## config.mk

```make
export PLATFORM = sky130hd
export DESIGN_NAME = am_indx_ctrl
export DESIGN_NICKNAME = d
export VERILOG_FILES = /design/src/rtl/am_indx_ctrl.sv
export SDC_FILE = /design/constraint.sdc
export NUM_CORES = 1
export LEC_CHECK = 0
export BUFFER_PORTS_ARGS = -buffer_cell sky130_fd_sc_hd__buf_2
export CAP_MARGIN = 40
export CORE_AREA = 4 4 97 99
export CTS_BUF_LIST = sky130_fd_sc_hd__clkbuf_16
export DETAILED_ROUTE_END_ITERATION = 16
export DIE_AREA = 0 0 101 103
export GPL_TIMING_DRIVEN = 0
export SKIP_LAST_GASP = 1
export SYNTH_ARGS = -nofsm -noshare
export SYNTH_HDL_FRONTEND = slang
export SYNTH_SLANG_ARGS = --single-unit
```

## constraint.sdc

```tcl
create_clock -name clk -period 3.15 [get_ports clk]
set_input_delay 0 -clock clk [delete_from_list [all_inputs] [get_ports clk]]
set_output_delay 0 -clock clk [all_outputs]
set_load 0.03 [all_outputs]
```

## src/rtl/am_indx_ctrl.sv

```systemverilog
`default_nettype none
// ============================================================================
// Module   : am_indx_ctrl
// Purpose  : Sequencer for the AM modulation-index calculator. Latches one
//            peak-to-peak measurement and rejects captures whose summed
//            swing is below PP_MIN. For each accepted capture it runs one
//            timeout-bounded calculation. It averages 2^AVG_LOG2 results and
//            publishes the average with a one-cycle valid strobe.
// Ports    : clk, rst (async, active-low), pls (calc tick), en (enable/abort)
//            meas_vld/pp_hi/pp_lo     - measurement from the peak detector
//            cal_dn/cal_indx          - result from the index calculator
//            cal_up_dni/cal_pls       - run request and gated tick to calculator
//            cal_pp_t2b/cal_pp_b2t    - latched measurement for the calculator
//            indx_out/indx_vld        - averaged index and its update strobe
//            busy, low_sig, tmo_err, meas_drop - status and event strobes
// Revision : 1.0 - initial release
// ============================================================================
module am_indx_ctrl #(
  parameter int AVG_LOG2 = 2,
  parameter int TMO_PLS  = 200,
  parameter int PP_MIN   = 16
) (
  input  logic        clk,
  input  logic        rst,
  input  logic        pls,
  input  logic        en,
  input  logic        meas_vld,
  input  logic [11:0] pp_hi,
  input  logic [11:0] pp_lo,
  input  logic        cal_dn,
  input  logic [7:0]  cal_indx,
  output logic        cal_up_dni,
  output logic        cal_pls,
  output logic [11:0] cal_pp_t2b,
  output logic [11:0] cal_pp_b2t,
  output logic [7:0]  indx_out,
  output logic        indx_vld,
  output logic        busy,
  output logic        low_sig,
  output logic        tmo_err,
  output logic        meas_drop
);

  localparam int ACC_W = 8 + AVG_LOG2;
  localparam int CNT_W = AVG_LOG2 + 1;

  localparam logic [CNT_W-1:0] AVG_N    = CNT_W'(1 << AVG_LOG2);
  localparam logic [12:0]      PP_MIN_C = 13'(PP_MIN);
  localparam logic [7:0]       TMO_LAST = 8'(TMO_PLS - 1);

  localparam logic [1:0] S_IDLE  = 2'd0;
  localparam logic [1:0] S_CHECK = 2'd1;
  localparam logic [1:0] S_CALC  = 2'd2;
  localparam logic [1:0] S_REL   = 2'd3;

  logic [1:0]       state_q, state_d;
  logic [11:0]      pp_hi_q, pp_hi_d;
  logic [11:0]      pp_lo_q, pp_lo_d;
  logic [ACC_W-1:0] acc_q, acc_d;
  logic [CNT_W-1:0] cnt_q, cnt_d;
  logic [7:0]       tmo_q, tmo_d;
  logic [7:0]       out_q, out_d;
  logic             vld_q, vld_d;
  logic             low_q, low_d;
  logic             tmo_err_q, tmo_err_d;
  logic             drop_q, drop_d;

  logic [12:0]      w_sum;
  logic [ACC_W-1:0] w_acc_sum;
  logic [CNT_W-1:0] w_cnt_inc;
  logic             w_tmo_hit;

  // 13-bit sum so two full-scale 12-bit swings never wrap.
  assign w_sum     = {1'b0, pp_hi_q} + {1'b0, pp_lo_q};
  // The accumulator holds at most 2^AVG_LOG2 - 1 results here, so adding one
  // more 8-bit value cannot overflow ACC_W bits.
  assign w_acc_sum = acc_q + ACC_W'(cal_indx);
  assign w_cnt_inc = cnt_q + CNT_W'(1);
  // This tick would be the TMO_PLS-th one of the current calculation.
  assign w_tmo_hit = pls & (tmo_q == TMO_LAST);

  always_comb begin
    state_d   = state_q;
    pp_hi_d   = pp_hi_q;
    pp_lo_d   = pp_lo_q;
    acc_d     = acc_q;
    cnt_d     = cnt_q;
    tmo_d     = tmo_q;
    out_d     = out_q;
    vld_d     = 1'b0;
    low_d     = 1'b0;
    tmo_err_d = 1'b0;
    drop_d    = meas_vld & (state_q != S_IDLE);

    if (!en) begin
      // Abort: partial averages are discarded, the published index is kept.
      state_d = S_IDLE;
      acc_d   = '0;
      cnt_d   = '0;
      tmo_d   = '0;
    end else begin
      case (state_q)
        S_IDLE: begin
          if (meas_vld) begin
            pp_hi_d = pp_hi;
            pp_lo_d = pp_lo;
            state_d = S_CHECK;
          end
        end
        S_CHECK: begin
          if (w_sum < PP_MIN_C) begin
            low_d   = 1'b1;
            state_d = S_IDLE;
          end else begin
            tmo_d   = '0;
            state_d = S_CALC;
          end
        end
        S_CALC: begin
          if (pls) begin
            tmo_d = tmo_q + 8'd1;
          end
          // A done strobe takes priority over a coincident timeout.
          if (cal_dn) begin
            state_d = S_REL;
            // The average is resolved here so that indx_vld is registered
            // into the REL cycle.
            if (w_cnt_inc == AVG_N) begin
              out_d = w_acc_sum[AVG_LOG2 +: 8];
              vld_d = 1'b1;
              acc_d = '0;
              cnt_d = '0;
            end else begin
              acc_d = w_acc_sum;
              cnt_d = w_cnt_inc;
            end
          end else if (w_tmo_hit) begin
            tmo_err_d = 1'b1;
            state_d   = S_REL;
          end
        end
        S_REL: begin
          state_d = S_IDLE;
        end
        default: begin
          state_d = S_IDLE;
        end
      endcase
    end
  end

  always_ff @(posedge clk or negedge rst) begin
    if (!rst) begin
      state_q   <= S_IDLE;
      pp_hi_q   <= '0;
      pp_lo_q   <= '0;
      acc_q     <= '0;
      cnt_q     <= '0;
      tmo_q     <= '0;
      out_q     <= '0;
      vld_q     <= 1'b0;
      low_q     <= 1'b0;
      tmo_err_q <= 1'b0;
      drop_q    <= 1'b0;
    end else begin
      state_q   <= state_d;
      pp_hi_q   <= pp_hi_d;
      pp_lo_q   <= pp_lo_d;
      acc_q     <= acc_d;
      cnt_q     <= cnt_d;
      tmo_q     <= tmo_d;
      out_q     <= out_d;
      vld_q     <= vld_d;
      low_q     <= low_d;
      tmo_err_q <= tmo_err_d;
      drop_q    <= drop_d;
    end
  end

  assign cal_up_dni = (state_q == S_CALC);
  assign cal_pls    = pls & cal_up_dni;
  assign cal_pp_t2b = pp_hi_q;
  assign cal_pp_b2t = pp_lo_q;
  assign indx_out   = out_q;
  assign indx_vld   = vld_q;
  assign busy       = (state_q != S_IDLE);
  assign low_sig    = low_q;
  assign tmo_err    = tmo_err_q;
  assign meas_drop  = drop_q;

endmodule
`default_nettype wire

```

==> impl_metrics.csv, run 1 <==
group,metric,value,unit
timing,fmaxAchievable,369.3,MHz
drt,drt_wl_total,8160,um
logic_synthesis,synth_cell_types,61,
setup_path,arrival,2.93,ns
setup_path,critical-path-max-stage-delay,0.47,ns
floorplan,start_util,38.85,%
timing,period_share,85.97,%
timing,slew_viol_final,0,
timing,setup_viol,0,
finish,fill_cells,780,
clocking,clkSinkCount,59,
timing,fin_skew,0.004191,ns
worst_hold_path,min_path_type,"in2reg",
logic_synthesis,yosysWarnings,0,
global_routing,grt_pass1_wl,13650,um
logic_synthesis,synth_edf_count,0,
global_routing,use_met3,4.804,%
setup_path,worst_path_max_delay_cell,"or3_2",
placement,portBuffers,76,
clocking,cts_tree,"done",
logic_synthesis,synth_area_per_cell,10.89,um2
run,maxCapViolations,0,
power_and_ir_drop,powerDensity,661.3,nW/um2
timing,rsz0062_at_grt,"false",
placement,dp_slack,0.4302,ns
power_and_ir_drop,peakVddDrop,0.3664,mV
placement,placedCellCount,490,
global_routing,grt_remaining_overflow,0,
logic_synthesis,synthArstFlopShare,100.0,%
finish,fin_util,51.71,%
global_routing,grt_max_degree,33,
logic_synthesis,syn-num-nets,366,
setup_path,path_class,"reg2reg",
clocking,clk_pin_slew,0.05,ns
logic_synthesis,ys_ff_latch,59,
floorplan,die_w,101,um
power_and_ir_drop,p_leak,2.166,nW
global_routing,gr-usage-met1,21.21,%
global_routing,use_met2,26.99,%
finish,diodes,0,
timing,hold_viol,0,
finish,drive_above_1_share,32.24,%
global_routing,grt_pass1_vias,2782,
global_routing,busiest_layer,"met2",
outcome,status,"finished clean",
global_routing,antenna_found_initial,0,
finish,final_cells,533,
setup_path,crit_required,3.37,ns
placement,place_hpwl,5767,um
floorplan,core_area,8551,um2
timing,tightest_slew,0.6572,ns
drt,num_vias,2841,
drt,dr.first_iter.drc_count,133,
logic_synthesis,synth_area,3322,um2
logic_synthesis,synth-main-ff-cell,"dfrtp_1",
drt,routedWlPerCell,15.31,um
floorplan,dieArea,10400,um2
global_routing,grt.total_usage,16.65,%
clocking,clkLatencyLatePin,0.33,ns
logic_synthesis,synth_cells,305,
setup_path,worst_setup_path_start_kind,"flip-flop",
finish,syn_to_final_growth,33.11,%
timing,min_period,2.708,ns
clocking,root_buffer,"clkbuf_16",
drt,drc,0,
finish,nNetsFinal,482,
placement,gp_congestion,0.8559,
logic_synthesis,seq_area_frac_synth,44.44,%
setup_path,critical_path.endpoint_type,"flip-flop",
floorplan,rows,34,
clocking,cts_buffers,9,
clocking,clk_path_buf_depth,2,
setup_path,path_cells,"ha_1 -> a21oi_2 -> a21oi_1 -> or3_2 -> or2_1 -> a211oi_4 -> nand2_2 -> a31o_1",
drt,avgViaCountPerCell,5.330,
setup_path,cp_max_fo,8,
clocking,ctsResizeCount,0,
floorplan,ios,77,
drt,drtAntennaViolNets,0,
floorplan,die_h,103,um
timing,relSlewSlack,56.19,%
drt,dr.pass1.iters,4,
timing,final.setup.tns,0,ns
timing,setup_ws,0.4419,ns
clocking,h-tree-depth,3,
[through the flow]
step                      hold slack (ns)  total power [mW]  instance area (um2)
after CTS                         0.02084             2.949                 4422
after global routing              0.03917             3.093                 4422
after detailed placement          0.07543             1.960                 3857
after global placement             0.2318             1.937                 3837
final                             0.01893             2.924                 4422
after floorplan                   -0.2956             1.686                 3322
[sequential cells by signal, summed over array words and instances, names as in the netlist, 2 cells and up]
register / cells
cnt_q: 3
cal_pp_t2b: 12
state_q: 2
acc_q: 10
indx_out: 8
cal_pp_b2t: 12
tmo_q: 8
[report_power, final]
| part | leakage (nW) | switching, mW | internal (mW) |
|---|---|---|---|
| Clock | 0.138 | 0.354 | 0.601 |
| Combinational | 1.26 | 0.615 | 0.425 |
| Sequential | 0.767 | 0.0793 | 0.850 |
[kinds of logic (layout without fill, tap and decap cells)]
kind of cell / count (synthesis) / in the layout / share of synthesized area [%]
AND/OR/NAND/NOR: 96 / 96 / 14.99
flip-flops: 59 / 59 / 44.44
AO/OA/AOI/OAI: 67 / 67 / 15.22
XOR/XNOR: 12 / 12 / 3.390
multiplexers: 34 / 34 / 11.49
buffers and inverters: 14 / 134 / 1.582
adder cells (fa/ha/maj): 23 / 23 / 8.889
[final timing paths]
| kind | start | end | slack [ns] | cells after the start |
|---|---|---|---|---|
| setup / recovery | cal_pp_t2b[2]$_DFFE_PN0P_ | state_q[1]$_DFFE_PN0P_ | 0.44 | 8 |
| hold / removal | cal_indx[0] | acc_q[0]$_DFFE_PN0P_ | 0.02 | 3 |
| setup reg to reg | cal_pp_t2b[2]$_DFFE_PN0P_ | state_q[1]$_DFFE_PN0P_ | 0.44 | 8 |
| hold reg to reg | indx_out[7]$_DFFE_PN0P_ | indx_out[7]$_DFFE_PN0P_ | 0.48 | 2 |
| max in group asynchronous | rst | acc_q[6]$_DFFE_PN0P_ | 2.31 | 3 |
| min in group asynchronous | rst | state_q[1]$_DFFE_PN0P_ | 0.24 | 2 |
[worst max-delay path, delay by kind of cell (launching register included)]
family,cells,cell delay (ns)
adders and majority gates,1,0.33
DFF,1,0.39
and+or+nand+nor,3,0.87
AOI/OAI and AO/OA,4,0.99
[what timing repair did]
action,4_1_cts,5_1_grt
hold endpoints to repair,56,0
endpoints found under the setup margin,0,0
hold buffers,28,0
buffers inserted,0,0
[Yosys cell counts (2+ instances only)]
cell type	count	area, um2
a2111oi_0	2	17.52
a211oi_1	3	22.52
a21o_1	4	30.03
a21oi_1	17	85.08
a21oi_2	2	17.52
a22o_1	9	78.83
a31oi_1	4	25.02
a41o_1	3	30.03
and2_1	2	12.51
and3_1	4	25.02
clkbuf_1	7	26.28
dfrtp_1	59	1476
ha_1	22	275.3
inv_1	5	18.77
inv_2	2	7.510
mux2_2	29	326.6
mux2i_1	3	30.03
nand2_1	19	71.32
nand2b_1	4	25.02
nand3_1	15	75.07
nand4_1	7	43.79
nor2_1	22	82.58
nor2b_1	2	12.51
nor3_1	4	20.02
nor3b_1	2	15.01
o21ai_0	4	20.02
o21ai_1	3	15.01
o311ai_1	2	17.52
or2_2	2	12.51
or3_1	2	12.51
xnor2_1	6	52.55
xor2_1	5	43.79
[metal layers]
metal	vias to the layer above	part of all wire (%)
li1	1369	-
met1	1380	44
met3	12	7.3
met4	0	1.8
met5	-	0
met2	80	47
[area by class of cell]
type	instances	area (um2)	area share, %
inverters	7	26.28	0.5942
flip-flops and latches	59	1476	33.39
repair buffers	105	680.7	15.39
plain buffers	7	26.28	0.5942
clock inverters	6	58.81	1.330
multi-input cells	232	1793	40.55
clock buffers	9	225.2	5.093
well taps	108	135.1	3.056
[cells in the final DEF (no fill, tap or decap), drive strengths merged, types with 2 or more instances in the layout]
cell          n
a2111oi       3
a211oi        4
a21o          5
a21oi        19
a22o          9
a31oi         4
a41o          3
and2          2
and3          4
buf          77
clkbuf       16
clkinv        2
clkinvlp      2
dfrtp        59
dlygate4sd3  28
ha           22
inv           8
mux2         30
mux2i         4
nand2        20
nand2b        4
nand3        16
nand4         7
nor2         22
nor2b         2
nor3          4
nor3b         2
o21ai         7
o311ai        2
or2           3
or3           3
xnor2         7
xor2          5
Power figures use the tool's default switching activity.
==> inputs of run 2 (changes only) <==
--- a/config.mk
+++ b/config.mk
@@ -12,6 +12,7 @@
 export DETAILED_ROUTE_END_ITERATION = 16
 export DIE_AREA = 0 0 101 103
 export GPL_TIMING_DRIVEN = 0
+export MAX_ROUTING_LAYER = met4
 export SKIP_LAST_GASP = 1
 export SYNTH_ARGS = -nofsm -noshare
 export SYNTH_HDL_FRONTEND = slang
==> run 2 against run 1 <==
Compared with the run above:
- sequential share of layout area unchanged
- register-to-register slack about the same
- flip-flop and latch count unchanged
- global-route usage up 0.45 points
- non-clock buffer count unchanged
- fmax down 0.18%
- combinational power about the same
- total power about the same
- critical path depth unchanged
- critical path type unchanged
- critical endpoint unchanged
==> impl_metrics.csv, run 2 (synthesis results as in run 1) <==
group,metric,value,unit
finish,syn_to_final_growth,33.11,%
floorplan,start_util,38.85,%
floorplan,die_w,101,um
floorplan,rows,34,
global_routing,antenna_found_initial,0,
finish,layout_commonest_cell,"buf_2",
setup_path,worst_r2r_path_depth,8,
timing,final.setup.tns,0,ns
finish,final_cell_mix,"76 x buf_2, 59 x dfrtp_1, 29 x mux2_2, 28 x dlygate4sd3_1",
finish,diodes,0,
placement,gp_congestion,0.8696,
clocking,clk_pin_slew,0.05,ns
timing,setup_viol,0,
drt,avgViaCountPerCell,5.311,
setup_path,rrSetupSlack,0.44,ns
clocking,h-tree-depth,3,
outcome,status,"finished clean",
setup_path,cp_top_family,"compound AO/OA/AOI/OAI gates",
finish,nNetsFinal,482,
setup_path,worst_setup_path_start_kind,"flip-flop",
run,maxCapViolations,0,
setup_path,cp.depth,8,
drt,num_vias,2831,
setup_path,cp.buffers_inverters,0,
setup_path,path_cells,"ha_1 -> a21oi_2 -> a21oi_1 -> or3_2 -> or2_1 -> a211oi_4 -> nand2_2 -> a31o_1",
clocking,clkLatencyLatePin,0.33,ns
power_and_ir_drop,peakVddDrop,0.3675,mV
floorplan,core_area,8551,um2
drt,routedWlPerCell,15.32,um
power_and_ir_drop,powerDensity,660.7,nW/um2
setup_path,cp-endpoint,"state_q[1]$_DFFE_PN0P_",
placement,place_hpwl,5767,um
drt,dr.pass1.iters,4,
timing,rsz0062_at_grt,"false",
drt,dr.first_iter.drc_count,125,
timing,tightest_slew,0.6697,ns
setup_path,r2r_start,"cal_pp_t2b[2]$_DFFE_PN0P_",
clocking,cts_tree,"done",
setup_path,critical_path.endpoint_type,"flip-flop",
global_routing,grt.total_usage,17.10,%
setup_path,crit_required,3.37,ns
setup_path,arrival,2.93,ns
clocking,clk_path_buf_depth,2,
floorplan,ios,77,
global_routing,grt_max_degree,33,
setup_path,cp_max_fo,8,
timing,fmaxAchievable,368.6,MHz
worst_hold_path,min_path_type,"in2reg",
placement,portBuffers,76,
global_routing,grt_pass1_wl,13630,um
drt,drc,0,
floorplan,die_h,103,um
global_routing,grt_remaining_overflow,0,
clocking,root_buffer,"clkbuf_16",
timing,fin_skew,0.003633,ns
placement,placedCellCount,490,
setup_path,r2r_end,"state_q[1]$_DFFE_PN0P_",
global_routing,grt_pass1_vias,2784,
setup_path,worst_path_max_delay_cell,"or3_2",
timing,relSlewSlack,55.35,%
timing,min_period,2.713,ns
clocking,cts_buffers,9,
floorplan,dieArea,10400,um2
finish,drive_above_1_share,32.24,%
drt,drt_wl_total,8164,um
clocking,postCtsSetupBuffers,0,
timing,period_share,86.12,%
timing,slew_viol_final,0,
clocking,clkSinkCount,59,
setup_path,path_class,"reg2reg",
finish,final_cells,533,
drt,drtAntennaViolNets,0,
timing,hold_viol,0,
setup_path,startpoint,"cal_pp_t2b[2]$_DFFE_PN0P_",
setup_path,critical-path-max-stage-delay,0.47,ns
power_and_ir_drop,p_leak,2.166,nW
==> run 2: how the worst min path moves through the flow <==
stage / endpoint / startpoint / cells past startpoint
finish: acc_q[0]$_DFFE_PN0P_ / cal_indx[0] / 3
global route: acc_q[0]$_DFFE_PN0P_ / cal_indx[0] / 3
CTS: acc_q[0]$_DFFE_PN0P_ / cal_indx[0] / 3
detailed placement: state_q[1]$_DFFE_PN0P_ / rst / 1
global placement: cal_pp_t2b[0]$_DFFE_PN0P_ / pp_hi[0] / 2
floorplan: acc_q[0]$_DFFE_PN0P_ / rst / 0
==> run 2: through the flow <==
stage | hold WS [ns] | instance area, um2 | utilization (%) | setup WS [ns] | power, mW
final | 0.02312 | 4422 | 51.71 | 0.4372 | 2.921
after global routing | 0.04068 | 4422 | 51.71 | 0.3100 | 3.090
after CTS | 0.02084 | 4422 | 51.71 | 0.4231 | 2.949
after detailed placement | 0.07543 | 3857 | 45.11 | 0.4302 | 1.960
after global placement | 0.2318 | 3837 | 44.88 | 0.4536 | 1.937
after floorplan | -0.2956 | 3322 | - | 0.5568 | 1.686
==> run 2: final cells by class <==
cell class / instances / area [um2]
timing repair buffer: 105 / 680.7
inverter: 7 / 26.28
buffer: 7 / 26.28
clock inverter: 6 / 58.81
tap: 108 / 135.1
multi-input combinational: 232 / 1793
clock buffer: 9 / 225.2
sequential: 59 / 1476
fill: 780 / 4129
==> run 2: worst min-delay path: stages <==
cell	delay, ns
buf_2	0.08
ha_1	0.12
a22o_1	0.12
==> run 2: routing by layer <==
layer  up-vias  wire (um)  global-route usage, %
met3        14        496                  4.127
met1      1368       3706                  21.50
met5         -          0                      -
li1       1368          -                      -
met4         0        138                  6.237
met2        81       3823                  26.94
==> run 2: where the power goes <==
group          total (mW)  leakage [nW]  switching [mW]  internal [mW]
Combinational        1.04          1.26           0.615          0.424
Sequential          0.930         0.767          0.0798          0.850
Clock               0.952         0.138           0.351          0.601
==> run 2: repair_timing <==
action                                 CTS  global route
setup endpoints to repair                0             0
endpoints found under the hold margin   56             0
hold buffers                            28             0
resized for setup                        0             0
==> inputs of run 3 (changes only) <==
--- a/config.mk
+++ b/config.mk
@@ -7,12 +7,12 @@
 export LEC_CHECK = 0
 export BUFFER_PORTS_ARGS = -buffer_cell sky130_fd_sc_hd__buf_2
 export CAP_MARGIN = 40
-export CORE_AREA = 4 4 97 99
+export CORE_AREA = 4 4 107 89
 export CTS_BUF_LIST = sky130_fd_sc_hd__clkbuf_16
+export CTS_CLUSTER_DIAMETER = 60
 export DETAILED_ROUTE_END_ITERATION = 16
-export DIE_AREA = 0 0 101 103
+export DIE_AREA = 0 0 111 93
 export GPL_TIMING_DRIVEN = 0
-export MAX_ROUTING_LAYER = met4
 export SKIP_LAST_GASP = 1
 export SYNTH_ARGS = -nofsm -noshare
 export SYNTH_HDL_FRONTEND = slang
==> run 3 against run 2 <==
Compared with the run above:
- die area is 0.77% lower
- wire length is 3.4% lower
- total power is 2.0% higher
- utilization is 1.5 points higher
- design area is 0.74% higher
- clock power is 6% higher
- combinational power hardly changed
- final cell count is 0.94% higher
- via count is 2.2% lower
- worst hold slack worse by 0.00054 ns
- register-to-register slack hardly changed
- flip-flop and latch count stayed put
- critical path type unchanged
- critical endpoint unchanged
- largest power group unchanged
- highest routed layer unchanged
==> impl_metrics.csv, run 3 (synthesis results as in run 1) <==
group,metric,value,unit
clocking,cts_tree,"done",
timing,tightest_slew,0.7235,ns
power_and_ir_drop,p_leak,2.183,nW
timing,relSlewSlack,51.77,%
floorplan,rows,30,
finish,layout_commonest_cell,"buf_2",
timing,fmaxAchievable,369.7,MHz
placement,place_hpwl,5713,um
global_routing,grt_pass1_vias,2812,
drt,num_vias,2770,
power_and_ir_drop,peakVddDrop,0.3328,mV
timing,rsz0062_at_grt,"false",
timing,setup_viol,0,
finish,regArea,1476,um2
timing,setup_ws,0.4454,ns
drt,drtAntennaViolNets,0,
setup_path,arrival,2.91,ns
setup_path,critical_path.endpoint_type,"flip-flop",
drt,avgViaCountPerCell,5.149,
clocking,cts_buffers,9,
floorplan,die_w,111,um
drt,routedWlPerCell,14.66,um
timing,slew_viol_final,0,
drt,drc,0,
finish,multi_input_area,1793,um2
placement,dp_slack,0.4485,ns
setup_path,path_class,"reg2reg",
timing,fin_hold_ws,0.02259,ns
placement,portBuffers,76,
setup_path,crit_required,3.36,ns
finish,final_cell_mix,"76 x buf_2, 59 x dfrtp_1, 29 x mux2_2, 28 x dlygate4sd3_1",
global_routing,grt_pass1_wl,13450,um
global_routing,grt_max_degree,31,
clocking,clkSinkCount,59,
drt,drt_wl_total,7886,um
finish,fin_util,53.21,%
outcome,status,"finished clean",
clocking,postCtsSetupBuffers,0,
timing,period_share,85.86,%
finish,fill_cells,738,
clocking,clk_path_buf_depth,2,
placement,placedCellCount,494,
clocking,root_buffer,"clkbuf_16",
finish,diodes,0,
finish,final_cells,538,
setup_path,cp_max_fo,8,
clocking,clkLatencyLatePin,0.32,ns
clocking,h-tree-depth,3,
global_routing,grt.total_usage,16.24,%
setup_path,worst_setup_path_start_kind,"flip-flop",
power_and_ir_drop,powerDensity,668.8,nW/um2
clocking,clk_pin_slew,0.05,ns
timing,min_period,2.705,ns
drt,dr.first_iter.drc_count,102,
finish,nNetsFinal,482,
timing,fin_skew,0.006599,ns
floorplan,core_area,8371,um2
timing,final.setup.tns,0,ns
placement,gp_congestion,0.8117,
global_routing,grt_remaining_overflow,0,
clocking,ctsResizeCount,0,
floorplan,die_h,93,um
timing,hold_viol,0,
run,maxCapViolations,0,
global_routing,antenna_found_initial,0,
worst_hold_path,min_path_type,"in2reg",
floorplan,start_util,39.69,%
clocking,holdBufCountCts,28,
floorplan,dieArea,10320,um2
drt,dr.pass1.iters,4,
floorplan,ios,77,
finish,syn_to_final_growth,34.09,%
finish,drive_above_1_share,31.92,%
[run 3: cell types whose count changed in the layout (fill, tap and decap cells not counted)]
cell       before  now
bufinv_16       1    2
clkinv_2        2    0
inv_1           6    8
[run 3: critical path, cell delays in order (launching register included)]
cell	delay [ns]
dfrtp_1	0.40
ha_1	0.33
a21oi_2	0.23
a21oi_1	0.10
or3_2	0.47
or2_1	0.27
a211oi_4	0.42
nand2_2	0.14
a31o_1	0.23
[run 3: area by class of cell]
cell class,count,area share (%)
clock buffers,9,5.056
well taps,112,3.146
multi-input cells,232,40.25
inverters,7,0.5899
plain buffers,7,0.5899
repair buffers,105,15.28
clock inverters,7,1.938
flip-flops and latches,59,33.15
[run 3: path summary, 6_finish.rpt]
check	startpoint	end	slack, ns	cells past startpoint
min in group asynchronous	rst	indx_out[7]$_DFFE_PN0P_	0.27	2
hold / removal	cal_indx[0]	acc_q[0]$_DFFE_PN0P_	0.02	3
hold reg to reg	indx_out[7]$_DFFE_PN0P_	indx_out[7]$_DFFE_PN0P_	0.48	2
setup / recovery	cal_pp_t2b[2]$_DFFE_PN0P_	state_q[1]$_DFFE_PN0P_	0.45	8
setup reg to reg	cal_pp_t2b[2]$_DFFE_PN0P_	state_q[1]$_DFFE_PN0P_	0.45	8
max in group asynchronous	rst	cal_pp_t2b[7]$_DFFE_PN0P_	2.27	3
[run 3: per-stage QoR]
stage / cell area, um2 / power [mW]
after floorplan: 3322 / 1.686
after CTS: 4454 / 3.016
after global routing: 4454 / 3.148
final: 4454 / 2.979
after detailed placement: 3862 / 1.953
after global placement: 3842 / 1.939
[run 3: routing by layer]
layer | global-route usage (%) | vias to the layer above | wire [um]
li1 | - | 1374 | -
met1 | 20.61 | 1291 | 3667
met2 | 25.96 | 98 | 3594
met3 | 5.110 | 7 | 537
met4 | 6.462 | 0 | 87
met5 | 0 | - | 0
[run 3: report_power, final]
group / internal [mW] / switching, mW / leakage [nW]
clock: 0.682 / 0.330 / 0.155
combinational: 0.425 / 0.613 / 1.26
sequential: 0.851 / 0.0780 / 0.767
total: 1.96 / 1.02 / 2.18
